File: src/rtl/stdin_mmio_pkg.sv
`default_nettype none
// ============================================================================
//  Module      : stdin_mmio_pkg
//  Description : Shared types, address map and helpers for the stdin MMIO
//                device (load-size enum, size-to-bytes, base address).
//  Revision    : 1.0 - initial release
// ============================================================================
package stdin_mmio_pkg;

    // CPU load width encoding on the data-memory bus
    typedef enum logic [1:0] {
        LOAD_BYTE  = 2'd0,
        LOAD_HALF  = 2'd1,
        LOAD_WORD  = 2'd2,
        LOAD_DWORD = 2'd3
    } mem_load_size_t;

    // Device window: DATA at +0..+7, STATUS at +8..+15
    localparam logic [63:0] STDIN_BASE_ADDR     = 64'h0000_0000_1000_1000;
    localparam logic [63:0] STDIN_STATUS_OFFSET = 64'd8;

    // Number of bytes a load of the given size asks for
    function automatic logic [3:0] load_size_bytes(input mem_load_size_t size);
        case (size)
            LOAD_BYTE:  return 4'd1;
            LOAD_HALF:  return 4'd2;
            LOAD_WORD:  return 4'd4;
            default:    return 4'd8;
        endcase
    endfunction

endpackage
`default_nettype wire

File: src/rtl/stdin_fifo.sv
`default_nettype none
// ============================================================================
//  Module      : stdin_fifo
//  Description : Byte FIFO with single-byte push, 8-byte peek window at the
//                head and 0..8-byte pop. Pointers wrap modulo DEPTH.
//  Revision    : 1.0 - initial release
// ============================================================================
module stdin_fifo #(
    parameter int DEPTH = 16,
    parameter int CNT_W = $clog2(DEPTH) + 1
) (
    input  logic             clock,
    input  logic             reset,
    input  logic             push,
    input  logic [7:0]       push_data,
    input  logic [3:0]       pop_n,
    output logic [63:0]      peek_data,
    output logic [CNT_W-1:0] count
);

    localparam int PTR_W = $clog2(DEPTH);

    logic [7:0]       r_mem [DEPTH];
    logic [PTR_W-1:0] r_head;
    logic [PTR_W-1:0] r_tail;
    logic [CNT_W-1:0] r_count;

    // Storage write; contents are don't-care after reset since pointers clear
    always_ff @(posedge clock) begin
        if (push) begin
            r_mem[r_tail] <= push_data;
        end
    end

    // Pointer and occupancy update; push and pop may happen together
    always_ff @(posedge clock or posedge reset) begin
        if (reset) begin
            r_head  <= '0;
            r_tail  <= '0;
            r_count <= '0;
        end else begin
            r_head  <= r_head + PTR_W'(pop_n);
            r_tail  <= r_tail + PTR_W'(push);
            r_count <= r_count + CNT_W'(push) - CNT_W'(pop_n);
        end
    end

    // Peek window: byte i is the entry at head+i, wrapping around the end
    for (genvar i = 0; i < 8; i++) begin : g_peek
        logic [PTR_W-1:0] w_idx;
        assign w_idx                 = r_head + PTR_W'(i);
        assign peek_data[8*i +: 8]   = r_mem[w_idx];
    end

    assign count = r_count;

endmodule
`default_nettype wire

File: src/rtl/stdin_mmio.sv
`default_nettype none
// ============================================================================
//  Module      : stdin_mmio
//  Description : Simulation-side memory-mapped stdin. Host pushes bytes into
//                a FIFO; CPU loads from DATA pop up to 8 bytes little-endian
//                with null fill, loads from STATUS return occupancy/EOF.
//                Optional macro STDIN_EOF_EN enables the sticky EOF flag and
//                the all-ones EOF marker on empty DATA reads.
//  Revision    : 1.0 - initial release
// ============================================================================
module stdin_mmio
    import stdin_mmio_pkg::*;
#(
    parameter int DEPTH = 16,
    parameter int CNT_W = $clog2(DEPTH) + 1
) (
    input  logic             clock,
    input  logic             reset,
    input  logic             enable,
    input  logic [63:0]      addr,
    input  mem_load_size_t   load_size,
    output logic [63:0]      r_data,
    output logic             stdin_taken,
    input  logic             host_valid,
    input  logic [7:0]       host_data,
    output logic             host_ready,
    input  logic             host_eof,
    output logic [CNT_W-1:0] count
);

    logic [63:0] w_offset;
    logic        w_in_data;
    logic        w_in_status;
    logic [3:0]  w_n_req;
    logic [3:0]  w_n;
    logic [3:0]  w_pop_n;
    logic        w_push;
    logic [63:0] w_peek;
    logic        w_eof_flag;

    // Address decode relative to the device base; wrap-around of the
    // subtraction pushes out-of-window addresses far above the window
    assign w_offset    = addr - STDIN_BASE_ADDR;
    assign w_in_data   = (w_offset < STDIN_STATUS_OFFSET);
    assign w_in_status = !w_in_data && (w_offset < (STDIN_STATUS_OFFSET + 64'd8));

    // Bytes actually delivered: the request clipped to what the FIFO holds
    assign w_n_req = load_size_bytes(load_size);
    assign w_n     = (CNT_W'(w_n_req) > count) ? 4'(count) : w_n_req;
    assign w_pop_n = (enable && w_in_data) ? w_n : 4'd0;

    // Space check uses the registered count only, so a pop never frees a
    // slot for a push in the same cycle
    assign host_ready = (count != CNT_W'(DEPTH));
    assign w_push     = host_valid && host_ready;

    stdin_fifo #(
        .DEPTH (DEPTH),
        .CNT_W (CNT_W)
    ) u_fifo (
        .clock     (clock),
        .reset     (reset),
        .push      (w_push),
        .push_data (host_data),
        .pop_n     (w_pop_n),
        .peek_data (w_peek),
        .count     (count)
    );

`ifdef STDIN_EOF_EN
    logic r_eof_flag;

    // Sticky end-of-input flag; only reset clears it
    always_ff @(posedge clock or posedge reset) begin
        if (reset) begin
            r_eof_flag <= 1'b0;
        end else if (host_eof) begin
            r_eof_flag <= 1'b1;
        end
    end

    assign w_eof_flag = r_eof_flag;
`else
    // EOF tracking disabled: flag is constant zero, host_eof has no effect
    assign w_eof_flag = host_eof & 1'b0;
`endif

    // Zero-latency read data: DATA returns head bytes with null fill,
    // STATUS returns occupancy with EOF in the top bit
    always_comb begin
        r_data = '0;
        if (enable && w_in_data) begin
            if ((count == '0) && w_eof_flag) begin
                r_data = '1;
            end else begin
                for (int i = 0; i < 8; i++) begin
                    if (4'(i) < w_n) begin
                        r_data[8*i +: 8] = w_peek[8*i +: 8];
                    end
                end
            end
        end else if (enable && w_in_status) begin
            r_data     = 64'(count);
            r_data[63] = w_eof_flag;
        end
    end

    // One-cycle-late acknowledge of any in-window load
    always_ff @(posedge clock or posedge reset) begin
        if (reset) begin
            stdin_taken <= 1'b0;
        end else begin
            stdin_taken <= enable && (w_in_data || w_in_status);
        end
    end

endmodule
`default_nettype wire

File: config.mk
export PLATFORM = sky130hd
export DESIGN_NAME = stdin_mmio
export DESIGN_NICKNAME = d
export VERILOG_FILES = /design/src/rtl/stdin_mmio_pkg.sv /design/src/rtl/stdin_fifo.sv /design/src/rtl/stdin_mmio.sv
export SDC_FILE = /design/constraint.sdc
export NUM_CORES = 1
export LEC_CHECK = 0
export ABC_AREA = 1
export BUFFER_PORTS_ARGS = -buffer_cell sky130_fd_sc_hd__buf_2
export CAP_MARGIN = 0
export CORE_ASPECT_RATIO = 0.9
export CORE_MARGIN = 2
export CORE_UTILIZATION = 55
export CTS_CLUSTER_SIZE = 16
export DETAILED_ROUTE_END_ITERATION = 10
export PLACE_DENSITY = 0.76
export SYNTH_ARGS = -nofsm -noshare
export SYNTH_HDL_FRONTEND = slang
export SYNTH_HIERARCHICAL = 1
export SYNTH_SLANG_ARGS = --single-unit
File: constraint.sdc
create_clock -name clock -period 3.4 [get_ports clock]
set_input_delay 0.17 -clock clock [delete_from_list [all_inputs] [get_ports clock]]
set_output_delay 0.17 -clock clock [all_outputs]
set_load 0.1 [all_outputs]
==> Yosys cells after proc, flatten, opt, wreduce, memory -nomap -nowiden <==
Memory sizes are Yosys's and may differ from the RTL's.
Cells that the tools add are included.
Widths: inputs -> output; s select.
{ "classes": {"mul": 0, "n_mux": 15, "reduce_logical": 8, "n_shift": 0, "n_bitwise": 0, "eq_ne": 3, "n_lt_le_gt_ge": 11, "add_sub_neg": 12, "n_div": 0} }
{ "op_table": {"columns": ["operator", "n"], "rows": [
  ["$lt 64x4->1 const B", 1],
  ["$lt 64x5->1 const B", 1],
  ["$mux 64", 1],
  ["$mux 8", 8],
  ["$sub 64x29->64 const B", 1],
  ["$add 4x3->4 const B", 4],
  ["$lt 3x4->1 const A", 4],
  ["$pmux 4 s3", 1],
  ["$add 4x2->4 const B", 2],
  ["$lt 1x4->1 const A", 2],
  ["$lt 2x4->1 const A", 2],
  ["$mux 4", 2],
  ["$add 5x1->5", 1],
  ["$gt 4x5->1", 1],
  ["$logic_and 1x1->1", 5],
  ["$mux 5", 1],
  ["$ne 5x5->1 const B", 1],
  ["$sub 5x4->5", 1],
  ["$add 4x1->4", 1],
  ["$add 4x1->4 const B", 1],
  ["$add 4x4->4", 1],
  ["$eq 2x1->1 const B", 1],
  ["$eq 2x2->1 const B", 1],
  ["$logic_not 2->1", 1],
  ["other kinds (3)", 4]
]} }
{ "word_totals": {"ramBits": 128, "n_memories": 1, "latchBits": 0, "input_bits": 79, "wordCells": 54, "register_bits": 14, "rom_bits": 0} }
{ "mem_list": {"columns": ["memory", "depth", "width", "read_ports", "rd_clocked_by_memory_dff", "write_ports", "line", "text"], "rows": [
  ["u_fifo.r_mem", 16, 8, 8, 0, 1, "stdin_fifo.sv:23", "logic [7:0] r_mem [DEPTH];"]
]} }

==> Logic depth before layout (Yosys ltp) <==
{ "depth": {"word_depth": 7, "mapped_depth": 24, "depth_no_buf": 24} }

==> By module <==
The synthesis kept the hierarchy.
{ "modules_own_cells": {"columns": ["mod", "area_each_um2", "n_inst", "cells_each"], "rows": [
  ["stdin_fifo", 10042.1, 1, 1377],
  ["stdin_mmio", 2834.0, 1, 618]
]} }

==> Worst setup path before layout <==
No wires, ideal clock.
{ "synth_timing": {"path_type": "flip-flop to output port", "start": "register u_fifo.r_count[2], in the netlist u_fifo/count[2]", "end": "output port r_data[16]", "stages_incl_launch_ff": 12, "slack_ns": -0.588, "arrival_time_ns": 3.818, "cell_sequence": "dfrtp_1 inv_1 ha_1 a41oi_1 nand2_1 nand2_1 o21ai_1 nand2_2 inv_2 nand2_1 nand2_1 nor2_1"} }
{ "synth_via": {"elab_chain_cells": 5} }
{ "synth_rtl": {"columns": ["item", "line", "text"], "rows": [
  ["start: declaration", "stdin_fifo.sv:26", "logic [CNT_W-1:0] r_count;"],
  ["start signal: assignment", "stdin_fifo.sv:44", "r_count <= r_count + CNT_W'(push) - CNT_W'(pop_n);"],
  ["$gt 4x5->1", "stdin_mmio.sv:49", "assign w_n = (CNT_W'(w_n_req) > count) ? 4'(count) : w_n_req;"],
  ["$mux 4 *", "stdin_mmio.sv:49", null],
  ["$lt 2x4->1 *", "stdin_mmio.sv:97", "if (4'(i) < w_n) begin"],
  ["$mux 8 *", "stdin_mmio.sv:97", null],
  ["$mux 64 *", "stdin_mmio.sv:92", "if (enable && w_in_data) begin"],
  ["end: declaration", "stdin_mmio.sv:22", "output logic [63:0] r_data,"]
]} }
Every way passes the cells marked *; elsewhere a longest branch is shown, timed or not.

==> Worst setup path after layout <==
{ "layout_timing": {"start": "register u_fifo.r_count[3], in the netlist u_fifo/count[3]", "end": "output port r_data[32]"} }
{ "layout_via": {"elab_chain_cells": 5} }
{ "layout_rtl": {"columns": ["item", "line"], "rows": [
  ["$gt 4x5->1", "stdin_mmio.sv:49"],
  ["$mux 4 *", "stdin_mmio.sv:49"],
  ["$lt 3x4->1 *", "stdin_mmio.sv:97"],
  ["$mux 8 *", "stdin_mmio.sv:97"],
  ["$mux 64 *", "stdin_mmio.sv:92"]
]} }
Marked as above.

==> summary.txt <==
STA
  • Fin Hold WS: 0.107 ns
  • Setup Skew: 0.0114 ns
  • Final Setup Violations: 0
  • Max transition margin: 40.5%
  • Highest clock rate: 0.305 GHz
  • Final Max Slew Viols: 0
  • Least-Margin Pin Slew: 0.892 ns
  • Period utilization: 96.3%
  • Setup TNS Final: 0 ns
  • Post-layout min period: 3.28 ns
  • Final Hold Viols: 0

Worst setup path
  • CP Launch Type: register
  • CP top delay family: simple AND/OR/NAND/NOR gates
  • CP max FO: 8
  • Worst reg2reg setup slack: 0.21 ns
  • CP max stage cell: dfrtp_2
  • Crit path top cell by count: nand2_1
  • WP data required: 3.23 ns
  • Critical path type: register to output pin
  • Bufs and invs on worst path: 4
  • Critical register-to-register path startpoint: u_fifo/count[3]
  • Critical Path End Type: output pin
  • Slowest stage delay, CP: 0.45 ns
  • Worst setup startpoint: u_fifo/count[3]
  • Crit path cell chain: inv_1 > ha_1 > nand2_1 > o21ai_1 > nand2_1 > nand2_1 > o21ai_1 > nand2_2 > inv_2 > a31oi_1 > buf_4 > nand2_1 > nor2_4 > buf_12
  • Worst EP arrival: 3.11 ns

Die
  • Site Rows: 53
  • Io pins: 150
  • Core area: 0.0231 sq mm
  • Die Span Y: 149 microns
  • Chip Width: 165 microns
  • Initial Util: 55.6%
  • Die ar.: 0.0247 sq mm

Global routing
  • First-pass GRT wire length: 72400 microns
  • Met1 Track Usage GR: 51.6%
  • Initial antenna violation count: 2
  • Total grt overflow: 0
  • Met3 Usage GRT: 11.3%
  • Gr usage total: 39.1%
  • Global routing's busiest layer: met2
  • Global-route met2 utilization: 59.7%
  • Largest net degree at the start of global routing: 131
  • Vias in the first global route: 13263

Final layout
  • Final #Nets: 2236
  • Finished Layout Cells: 2445
  • N_diodes: 0
  • Post-Layout Inst Area: 0.0156 sq mm
  • Proportion of layout cells with a drive suffix above 1: 16.2%
  • Syn-to-layout area delta: 21.4%

Placement
  • DP Cell Count: 2411
  • GPL Wtd Cong: 1.01
  • DP Wirelength: 34700 microns
  • Cell Area, Placed: 0.0150 sq mm
  • I/O Buffers: 145

Logic synthesis
  • Avg Cell Area, Syn: 6.45 sq um
  • Mapped Cells: 1995
  • Top-area cell type share of the netlist area: 29.9%
  • Async set or reset register ratio after synthesis: 9.86%
  • Post-Syn Area: 0.0129 sq mm
  • Synth warn: 6
  • Post-synthesis sequential area ratio: 32.6%
  • Synth area leader: edfxtp_1
  • Post-synth EDFFs: 128
  • Syn Nets: 2100
  • Synth top cells by count: 744 x nand2_1, 561 x nand3_1, 148 x nor2_1, 128 x edfxtp_1, 109 x inv_1
  • Top cells by area, synth: edfxtp_1 30%, nand3_1 22%, nand2_1 22%
  • Synth unique cells: 38
  • Count leader, synth: nand2_1
  • Ys flop type: edfxtp_1
  • Yosys reg bits: 142

Hold path
  • Min-delay src: host_data[7]
  • Hold WC Path Type: input pin to register

CTS
  • H-tree levels: 4
  • Clk root buf: clkbuf_16
  • Clock slew seen by the registers of the worst setup and hold paths: 0.07 ns
  • Clk sinks: 142
  • Skew-Pair Late Insertion Delay: 0.44 ns
  • Clock tree buffer depth: 2
  • CTS tree: yes
  • TritonCTS Buffers: 17

Drt
  • Iteration-0 DRC count of the detailed router: 2207
  • Routed WL: 48200 microns
  • DRC: 0
  • DRT antenna net count: 0
  • Routed length per instance: 19.7 microns
  • Vias per cell: 6.09
  • Via count: 14897
  • DRT Pass-1 Iters: 7

Pwr
  • Peak supply drop: 676 uV
  • Sw Ratio: 38.9%
  • Cell Pwr Density: 395 mW/mm^2
  • Combinational share of power: 31.3%
  • Int Pwr: 3.77 mW
  • Clock power frac: 31.3%
  • Pleak: 6.99 nW
  • Sequential share of power: 37.5%
  • Net switching power: 2.40 mW

Outcome
  • Status: finished clean

Job
  • Max-Cap Viols: 0
-- sequential cells by signal, indices dropped and copies added, names as in the netlist --
| register | cells |
|---|---|
| u_fifo/count | 5 |
| stdin_taken | 1 |
| u_fifo/r_head | 4 |
| u_fifo/r_mem | 128 |
| u_fifo/r_tail | 4 |
-- power by group through the flow --
stage	combinational, mW	sequential, mW	clock (mW)
CTS	1.85	2.30	1.93
global route	2.09	2.33	2.00
global placement	1.78	2.34	0
floorplan	1.03	2.51	0
detailed placement	1.84	2.34	0
finish	1.93	2.31	1.93
-- layout make-up --
| type | instances | area, sq um |
|---|---|---|
| inverters | 120 | 460 |
| clock buffers | 17 | 425 |
| well taps | 302 | 378 |
| fillers | 1989 | 7510 |
| clock inverters | 14 | 170 |
| multi-input cells | 1645 | 7810 |
| flip-flops and latches | 142 | 4200 |
| repair buffers | 205 | 2190 |
-- final timing paths --
kind | endpoint | cells past startpoint
max in group asynchronous | u_fifo/r_head[0] | 3
worst min register to register | u_fifo/r_tail[2] | 1
min in group asynchronous | stdin_taken | 3
worst max-delay path | r_data[32] | 14
worst min-delay path | u_fifo/r_mem[0][7] | 1
worst max register to register | u_fifo/count[4] | 14
-- per-layer routing --
metal  vias to the layer above  share of wire [%]
met5                         -              0.068
met4                         4                5.4
met3                       226                 15
met2                      1029                 42
met1                      6700                 38
li1                       6938                  -
-- stage by stage --
step                      worst slack, ns  util [%]  power (mW)
after floorplan                    -0.116         -        3.53
after global placement             0.0981      64.8        4.12
after detailed placement           0.0414      64.8        4.18
after CTS                          0.0165      67.4        6.09
after global routing             -0.00946      67.6        6.42
final                               0.125      67.6        6.17
-- what timing repair did --
item / in CTS / in global routing
endpoints found under the setup margin: 0 / 39
hold buffers: 1 / 0
setup buffers: 0 / 2
endpoints found under the hold margin: 14 / 0
gates resized for setup: 0 / 3
-- kinds of logic (layout without fill, tap and decap cells) --
group	count (synthesis)	in the layout	share of synthesized area [%]
simple gates	1575	1575	54.3
buf+inv	208	356	7.89
flops	142	142	32.6
compound gates	29	29	1.33
fa+ha+maj	26	26	2.64
xor+xnor	15	15	1.31
-- layout by cell type, fill, tap and decap left out, drive strengths merged --
master / count
a21boi: 1
a21oi: 13
a31oi: 1
a41oi: 1
and2: 3
buf: 204
bufinv: 2
clkbuf: 17
clkinvlp: 2
dfrtp: 14
dlygate4sd3: 1
edfxtp: 128
fa: 2
ha: 24
inv: 130
nand2: 750
nand3: 563
nand3b: 6
nand4: 40
nor2: 211
nor3: 2
o21ai: 13
xnor2: 6
xor2: 9
No activity file was read; power rests on OpenSTA's default activity.
